==> src/rtl/map_column_streamer.sv <==
// -----------------------------------------------------------------------------
// map_column_streamer
//
// Upstream feeder for the PHYSICS shift step. Streams vwall columns out of a
// narrow map ROM: WORDS_PER_COL consecutive ROM words are assembled into one
// COL_BITS-wide column (word 0 in the low bits). Each column is pushed into a
// 2-entry FIFO together with its hwall bit (OR of the column), its map column
// number, and a flag marking the last map column. The datapath pops one
// column per PHYSICS step with col_req.
//
// Ports
//   clk        system clock (game tick domain)
//   resetn     asynchronous active-low reset
//   restart    synchronous clear/rewind (held high while in MENU)
//   col_req    pop request, one-cycle pulse per PHYSICS step
//   col_valid  FIFO head holds a column
//   col_data   FIFO head column, bit j = row j (0 while empty)
//   col_hwall  OR-reduce of col_data, registered with the entry
//   col_index  low 8 bits of the map column number of the FIFO head
//   map_done   sticky: last map column consumed (LOOP=0 only)
//   underflow  sticky: col_req arrived while col_valid=0
//   rom_rd     ROM read strobe
//   rom_addr   ROM word address
//   rom_q      ROM data, valid exactly one cycle after rom_rd
// -----------------------------------------------------------------------------
module map_column_streamer #(
  parameter int COL_BITS      = 100,
  parameter int WORD_BITS     = 20,
  parameter int WORDS_PER_COL = 5,
  parameter int MAP_COLS      = 256,
  parameter int ADDR_W        = 11,
  parameter int LOOP          = 0
) (
  input  logic                 clk,
  input  logic                 resetn,
  input  logic                 restart,
  input  logic                 col_req,
  output logic                 col_valid,
  output logic [COL_BITS-1:0]  col_data,
  output logic                 col_hwall,
  output logic [7:0]           col_index,
  output logic                 map_done,
  output logic                 underflow,
  output logic                 rom_rd,
  output logic [ADDR_W-1:0]    rom_addr,
  input  logic [WORD_BITS-1:0] rom_q
);

  localparam int CNT_W = ($clog2(MAP_COLS) > 8) ? $clog2(MAP_COLS) : 8;
  localparam int WRD_W = (WORDS_PER_COL > 1) ? $clog2(WORDS_PER_COL) : 1;

  typedef enum logic [1:0] {FETCH, DRAIN, WAIT, STOP} state_t;

  state_t              state_q, state_d;
  logic [WRD_W-1:0]    word_q, word_d;
  logic [CNT_W-1:0]    col_q, col_d;
  logic                last_col;

  logic                cap_vld_p1;
  logic [WRD_W-1:0]    cap_w_p1;
  logic [COL_BITS-1:0] asm_q, asm_d;

  logic [1:0]          cnt_q, cnt_after;
  logic                push, pop;
  logic                head_last;
  logic [COL_BITS-1:0] slot1_data;
  logic                slot1_hwall;
  logic [7:0]          slot1_idx;
  logic                slot1_last;
  logic                ld0_new, ld0_shift, ld0_clr, ld1_new;

  // ---------------------------------------------------------------------------
  // Stage p0: ROM request. The strobe is gated by resetn so it reads 0 while
  // reset is held even though the FSM already sits in FETCH, and by restart
  // so a rewind cycle issues no read.
  // ---------------------------------------------------------------------------
  assign rom_rd   = resetn && !restart && (state_q == FETCH);
  assign rom_addr = ADDR_W'(col_q) * ADDR_W'(WORDS_PER_COL) + ADDR_W'(word_q);
  assign last_col = (col_q == CNT_W'(MAP_COLS - 1));

  assign col_valid = (cnt_q != 2'd0);
  assign push      = (state_q == DRAIN) && !restart;
  assign pop       = col_req && col_valid && !restart;
  assign cnt_after = cnt_q + {1'b0, push} - {1'b0, pop};

  // ---------------------------------------------------------------------------
  // Stage p1: ROM data returns; merge it into the assembly word it was issued
  // for. In DRAIN asm_d already holds the complete column, so it is pushed
  // straight from here.
  // ---------------------------------------------------------------------------
  always_comb begin
    asm_d = asm_q;
    if (cap_vld_p1) begin
      asm_d[int'(cap_w_p1) * WORD_BITS +: WORD_BITS] = rom_q;
    end
  end

  always_comb begin
    state_d = state_q;
    word_d  = word_q;
    col_d   = col_q;
    case (state_q)
      FETCH: begin
        if (word_q == WRD_W'(WORDS_PER_COL - 1)) begin
          state_d = DRAIN;
          word_d  = '0;
        end else begin
          word_d = word_q + 1'b1;
        end
      end
      DRAIN: begin
        col_d = last_col ? '0 : col_q + 1'b1;
        if (last_col && (LOOP == 0)) begin
          state_d = STOP;
        end else if (cnt_after == 2'd2) begin
          state_d = WAIT;
        end else begin
          state_d = FETCH;
        end
      end
      WAIT: begin
        if (pop) begin
          state_d = FETCH;
        end
      end
      STOP: begin
        state_d = STOP;
      end
      default: begin
        state_d = FETCH;
      end
    endcase
  end

  always_ff @(posedge clk or negedge resetn) begin
    if (!resetn) begin
      state_q    <= FETCH;
      word_q     <= '0;
      col_q      <= '0;
      cap_vld_p1 <= 1'b0;
      cnt_q      <= 2'd0;
      map_done   <= 1'b0;
      underflow  <= 1'b0;
    end else if (restart) begin
      state_q    <= FETCH;
      word_q     <= '0;
      col_q      <= '0;
      cap_vld_p1 <= 1'b0;
      cnt_q      <= 2'd0;
      map_done   <= 1'b0;
      underflow  <= 1'b0;
    end else begin
      state_q    <= state_d;
      word_q     <= word_d;
      col_q      <= col_d;
      cap_vld_p1 <= rom_rd;
      cnt_q      <= cnt_after;
      if (pop && head_last && (LOOP == 0)) begin
        map_done <= 1'b1;
      end
      if (col_req && !col_valid) begin
        underflow <= 1'b1;
      end
    end
  end

  always_ff @(posedge clk) begin
    cap_w_p1 <= word_q;
    asm_q    <= asm_d;
  end

  // ---------------------------------------------------------------------------
  // Stage p2: 2-entry FIFO. Slot 0 is the head and drives the outputs
  // directly; it is cleared when it empties so col_data reads 0 while invalid.
  // A push only ever happens with at most one entry held.
  // ---------------------------------------------------------------------------
  assign ld0_new   = push && ((cnt_q == 2'd0) || (pop && (cnt_q == 2'd1)));
  assign ld0_shift = pop && (cnt_q == 2'd2);
  assign ld0_clr   = pop && !push && (cnt_q == 2'd1);
  assign ld1_new   = push && ((!pop && (cnt_q == 2'd1)) || (pop && (cnt_q == 2'd2)));

  always_ff @(posedge clk or negedge resetn) begin
    if (!resetn) begin
      col_data  <= '0;
      col_hwall <= 1'b0;
      col_index <= 8'd0;
      head_last <= 1'b0;
    end else if (restart || ld0_clr) begin
      col_data  <= '0;
      col_hwall <= 1'b0;
      col_index <= 8'd0;
      head_last <= 1'b0;
    end else if (ld0_new) begin
      col_data  <= asm_d;
      col_hwall <= |asm_d;
      col_index <= col_q[7:0];
      head_last <= last_col;
    end else if (ld0_shift) begin
      col_data  <= slot1_data;
      col_hwall <= slot1_hwall;
      col_index <= slot1_idx;
      head_last <= slot1_last;
    end
  end

  always_ff @(posedge clk) begin
    if (ld1_new) begin
      slot1_data  <= asm_d;
      slot1_hwall <= |asm_d;
      slot1_idx   <= col_q[7:0];
      slot1_last  <= last_col;
    end
  end

endmodule
==> config.mk <==
export PLATFORM = sky130hd
export DESIGN_NAME = map_column_streamer
export DESIGN_NICKNAME = d
export VERILOG_FILES = /design/src/rtl/map_column_streamer.sv
export SDC_FILE = /design/constraint.sdc
export NUM_CORES = 1
export LEC_CHECK = 0
export CAP_MARGIN = 15
export CORE_UTILIZATION = 55
export DETAILED_ROUTE_END_ITERATION = 8
export PLACE_DENSITY = 0.85
export SLEW_MARGIN = 20
export SYNTH_ARGS = -nofsm -noshare
export SYNTH_HDL_FRONTEND = slang
export SYNTH_SLANG_ARGS = --single-unit
==> constraint.sdc <==
create_clock -name clk -period 14.5 [get_ports clk]
set_input_delay 1.45 -clock clk [delete_from_list [all_inputs] [get_ports clk]]
set_output_delay 1.45 -clock clk [all_outputs]
set_load 0.01 [all_outputs]
Word-level counts from Yosys, hierarchy flattened:

Cells that the tools add are included.

* flip-flop bits (word level): 341
* input port bits: 24
* output and inout port bits: 124
* logic and storage cells: 100

* add/sub/neg operators: 6
* $mul: 2
* equal/unequal tests: 10
* shift-type cells: 2
* muxes and demuxes: 32
* reduce and logical (&&, ||, !) cells: 31

Operator list (number)
* 2-to-1 mux 100 bit: 4
* bitwise mux 100 bit: 1
* OR reduction 100 bit: 1
* variable shift 20 x 33 -> 100 bit, first input constant: 1
* indexed part select 20 x 33 -> 100 bit: 1
* 2-to-1 mux 8 bit: 6
* negation 8 -> 33 bit: 1
* logical AND 1 bit: 14
* 2-to-1 mux 2 bit: 6
* adder 11 x 3 -> 11 bit: 1
* multiplier 8 x 3 -> 11 bit, second input constant: 1
* 2-to-1 mux 1 bit: 11
* nonzero test 2 bit: 5
* 2-to-1 mux 3 bit: 3
* adder 8 x 1 -> 8 bit, second input constant: 1
* == test 2 bit, second input constant: 4
* == test 8 bit, second input constant: 1
* case mux 2 bit (4 select lines): 1
* multiplier 3 x 3 -> 6 bit, second input constant: 1
* == test 2 x 1 -> 1 bit, second input constant: 2
* logical NOT 1 bit: 4
* logical NOT 2 bit: 2
* adder 3 x 1 -> 3 bit, second input constant: 1
* == test 3 bit, second input constant: 1
* other kinds (7): 9

Logic depth before layout (Yosys ltp):

* depth after elaboration: 9
* mapped depth: 18
* gate-level depth less buffers: 16

Worst setup path before layout:

OpenSTA, ideal clock, no wires.

* path type: input-to-reg
* start point: input restart
* end point: register slot1_data[0] (enable)
* arrival: 6604 ps
* slack: 7317 ps
* stages on the path: 5
* path through: clkbuf_1 nor2_1 nor3_1 a21oi_1 nor2_1

* cells in the longest elaborated chain, start to end: 6
* elaborated cells on any way between the ends: 8
* those cells by class: reduce/logical: 8

RTL lines
* start: declaration: line 36 `input logic restart,`
* logical NOT 1 bit (*): line 82, 83
* logical AND 1 bit: line 83 `assign pop = col_req && col_valid && !restart;`
* logical NOT 1 bit: line 180 `assign ld1_new = push && ((!pop && (cnt_q == 2'd1)) || (pop && (cnt_q == 2'd2)));`
* logical AND 1 bit: line 180
* logical OR 1 bit: line 180
* logical AND 1 bit (*): line 180
* via ld1_new: line 70 `logic ld0_new, ld0_shift, ld0_clr, ld1_new;`
* end signal: assignment: line 208 `slot1_data <= asm_d;`
* end: declaration: line 66 `logic [COL_BITS-1:0] slot1_data;`

The timed path passes the listed nets; every way through them passes the cells marked *.
A chain may end at the register's enable or synchronous reset.

Worst setup path after layout:

* start point: register cap_w_p1[1]
* end point: register slot1_hwall, data pin

* cells in the longest elaborated chain, start to end: 6
* elaborated cells on any way between the ends: 7
* those cells by class: add/sub: 1; mul: 1; shift: 2; mux: 2; reduce/logical: 1

RTL lines
* start: declaration: line 60 `logic [WRD_W-1:0] cap_w_p1;`
* start signal: assignment: line 168 `cap_w_p1 <= word_q;`
* multiplier 3 x 3 -> 6 bit (*): line 94 `asm_d[int'(cap_w_p1) * WORD_BITS +: WORD_BITS] = rom_q;`
* negation 8 -> 33 bit (*): line 94
* indexed part select 20 x 33 -> 100 bit / variable shift 20 x 33 -> 100 bit (equally long branches): line 94
* bitwise mux 100 bit (*): line 94
* 2-to-1 mux 100 bit (*): line 93 `if (cap_vld_p1) begin`
* via asm_d[11]: line 61 `logic [COL_BITS-1:0] asm_q, asm_d;`
* OR reduction 100 bit (*): line 209 `slot1_hwall <= |asm_d;`
* end signal: assignment: line 209
* end: declaration: line 67 `logic slot1_hwall;`

Marked as above.

==> run summary <==
The flow ran to the end, and the final reports show no timing, DRC or antenna violations. The clock latency on the worst-skew pair is 540 ps, and the peak supply drop is 95.02 µV. In this run the count of I/O pins placed on the die edge is 148. The first routing iteration left 1494 violations. The path with the worst hold slack has its endpoint at col_index[5]$_DFFE_PN0P_. The final-report max-slew violation count was 0; the net count of the finished layout was 1743.

In the synthesized netlist, the number of instances is 1550. The floorplan step set the die width to 173.7 µm. The routed layout has 13440 vias.

The placed instances occupy a cell area of 0.01806 mm². In this run, post-CTS repair resized a total of 0 instances. The type of the worst min-delay path is register to register. The number of placement rows is 62, and the power after layout is 2986 µW. The fraction of synthesized cell area taken by the top area cell type came out at 0.2038. The floorplan die height was 173.7 µm.

Setup slack on the worst reg-to-reg path comes out at 8340 ps. Setup violations remaining at the end of the flow were counted as 0. Setup repair after global routing left no endpoint under its margin. The layout-stage area growth over the synthesis result came out at 18.65%. The half-perimeter wire length after placement is 38.65 mm, and the top achievable clock speed is 162.3 MHz. The routability congestion estimate is 1.027. The tools report the worst max-slew margin expressed relative to the limit as 0.2731. For this run the aggregate overflow at the end of global routing stands at 0. The clock passes through at most 3 buffers. Register area share after synthesis: 0.5287. The endpoint identified for the worst register-to-register timing path is slot1_hwall$_DFFE_PP_.

The area of the mapped netlist was 0.01621 mm²; the number of synthesis warnings was 0. The clock tree root buffer cell was clkbuf_16. The clock period could shrink to 6163 ps.

For the post-synthesis cell type count, the log shows 83. The data required time at the worst endpoint is 14780 ps, and the post-synth net total is 1614. The floorplan step defined a core boundary enclosing 0.02886 mm².

Before antenna repair, the detailed router went through 8 iterations. In this run, synthesis inferred 110 flip-flops with an integrated enable. In the routed layout, each cell is associated on average with a via count of 6.422. The tools report the hold violation total from the final report as 0. Fraction of final layout cells sized beyond drive strength 1: 0.09543. The final routed wirelength across all metal layers was 53.77 mm. The startpoint identified for the worst register-to-register timing path is cap_w_p1[1]$_DFF_P_. The main flop type after synthesis is dfrtp_1. The proportion of synthesized flip-flops having asynchronous set or reset came out at 0.3754.

The run gives 0.03016 mm² as the die footprint. The logs give 0.007707 µW for the static leakage and 0.3581 for the overall fraction of global-route tracks in use. After synthesis the netlist holds a flip-flop and latch count of 341. On the final layout, the worst hold slack is 477.6 ps.

Setup total negative slack on the finished layout was measured at 0 ps. Hold repair after CTS inserted 0 buffers. Summing all non-filler instances in the final layout gives an area of 0.01923 mm². The residual antenna-violating net count after detailed routing was 0.

The layout has 2208 filler cells. For the via count of the first global-routing pass, the log shows 13080. The post-CTS clock slew at the launch and capture registers of the worst setup and hold paths came out at 70 ps. Along the worst path, the maximum fanout reaches 14. TritonCTS built the clock tree. The per-cell routed wire length was 25.70 µm. After clock tree synthesis, the setup repair step added 0 buffers.

Entering global routing, the biggest net connects 81 pins. Clock tree synthesis found a total of 341 sinks. On the final layout, the worst clock skew is 29.39 ps. Data arrives at the worst endpoint at 6450 ps.

The slew of the pin with the lowest slew margin was 1079 ps. The period utilization is 0.4250. Of all cell types, the one taking the most synthesized area is edfxtp_1.

The count of buffers added on input and output ports is 147. The starting density of the core is 0.5616, and the number of diodes is 0. In this run the power density over the cells is 155.3 mW/mm².

The first-pass GRT wire length is 81.29 mm, and the H-tree level count is 2. The critical path class was register to register. The worst setup path is captured at a register. For the CTS buffer count, the log shows 37.

By area the synthesized netlist is led by edfxtp_1, dfrtp_1, dfxtp_1. Number of antenna violations at the first check in global routing: 3. The average instance in the mapped netlist occupies 10.46 µm². The tool flagged a number of max-cap violations equal to 0. Measured in cells, the most critical reg-to-reg path has a length of 14. Along the worst hold path, the cell count comes to 2. The tools report the element type at the critical path start as a register. After detailed routing, the number of remaining DRC violations is 0. The start point of the worst hold path is col_index[5]$_DFFE_PN0P_.
## cell families (layout without fill, tap and decap cells)
group | Yosys count | in the layout | synth area share
AO/OA/AOI/OAI | 402 | 402 | 0.1566
XOR/XNOR | 13 | 13 | 0.007025
adder cells (fa/ha/maj) | 40 | 40 | 0.03134
buffers and inverters | 149 | 307 | 0.03628
flip-flops | 341 | 341 | 0.5287
multiplexers | 169 | 169 | 0.1111
AND/OR/NAND/NOR | 436 | 436 | 0.1289
## cell usage after synthesis, drive strengths merged, types with 39 or more instances
cell and n:
ha 39, nand3 40, dfxtp 103, a21oi 94, nand2 171, mux2 54
clkbuf 53, nor2 89, inv 68, mux2i 112, dfrtp 128, edfxtp 110
o21ai 157
## per-stage QoR
step,util,cells,worst slack [ps]
after global placement,0.6260,2024,8618
after CTS,0.6664,2092,8503
after global routing,0.6664,2092,7987
after detailed placement,0.6260,2024,8484
final,0.6664,2092,8337
after floorplan,-,1550,7317
## report_power, final
group / internal (µW) / switching (µW)
combinational: 267 / 585
sequential: 1160 / 59.0
clock: 527 / 391
## critical path, stage by stage (launching register included)
cell and delay, ps:
dfxtp_1 760, ha_1 260, inv_1 40, ha_1 430, nor3_1 540, nor3b_1 260, ha_1 430, nand3b_1 210
mux2i_1 780, nand3_1 350, a21oi_1 490, mux2_2 430, nor4_1 340, nand4_1 180, or3_1 400
## cell type report
cell class                 count  area, µm²  share of cell area
clock inverter                14      155.1            0.008068
sequential                   341       8569              0.4456
multi-input combinational   1060       7109              0.3697
timing repair buffer         171       1649             0.08576
clock buffer                  54       1011             0.05257
inverter                      68      255.2             0.01327
tap                          384      480.5             0.02499
## metal layers
metal,share of wire,vias up,global-route usage,wire length [µm]
li1,-,5946,-,-
met3,0.095,121,0.07171,5086
met4,0.040,6,0.1433,2144
met1,0.43,6609,0.5100,23020
met5,0.0013,-,0.01923,68
met2,0.44,753,0.5351,23450
## worst max path at each step
stage	start	end	slack, ps	depth (start not counted)
2_1_floorplan	restart	slot1_data[0]$_DFFE_PP_	7320	5
3_3_place_gp	cap_w_p1[1]$_DFF_P_	slot1_hwall$_DFFE_PP_	8620	15
3_5_place_dp	cap_w_p1[1]$_DFF_P_	slot1_hwall$_DFFE_PP_	8480	14
4_1_cts	cap_w_p1[1]$_DFF_P_	slot1_hwall$_DFFE_PP_	8500	14
5_1_grt	cap_w_p1[1]$_DFF_P_	slot1_hwall$_DFFE_PP_	7990	14
6_report	cap_w_p1[1]$_DFF_P_	slot1_hwall$_DFFE_PP_	8340	14
## registers in the layout, summed over array words and instances (netlist names), 2 cells and up
signal and cells:
word_q 3, slot1_data 100, cnt_q 2, asm_q 100, cap_w_p1 3, col_q 8, col_data 100, col_index 8
slot1_idx 8, state_q 2
## cell usage in the layout (no fill, tap or decap), types with 9 or more instances in the layout
cell type	netlist	layout
nor3_1	29	29
inv_1	68	68
clkbuf_16	0	38
mux2_2	53	53
nand4_1	21	21
clkdlybuf4s50_1	0	146
o21ai_0	153	153
dfxtp_1	103	102
clkbuf_1	53	16
mux2i_1	112	112
ha_1	39	38
a21oi_1	93	93
dfrtp_1	128	128
nor2b_1	9	9
nor4_1	12	12
nand2b_1	10	10
nand3_1	40	40
edfxtp_1	110	110
o22ai_1	19	19
nand2_1	171	170
a22oi_1	22	22
nor3b_1	10	10
buf_4	3	25
nor2_1	88	87
Note: power is estimated with default switching activity, not from simulation.
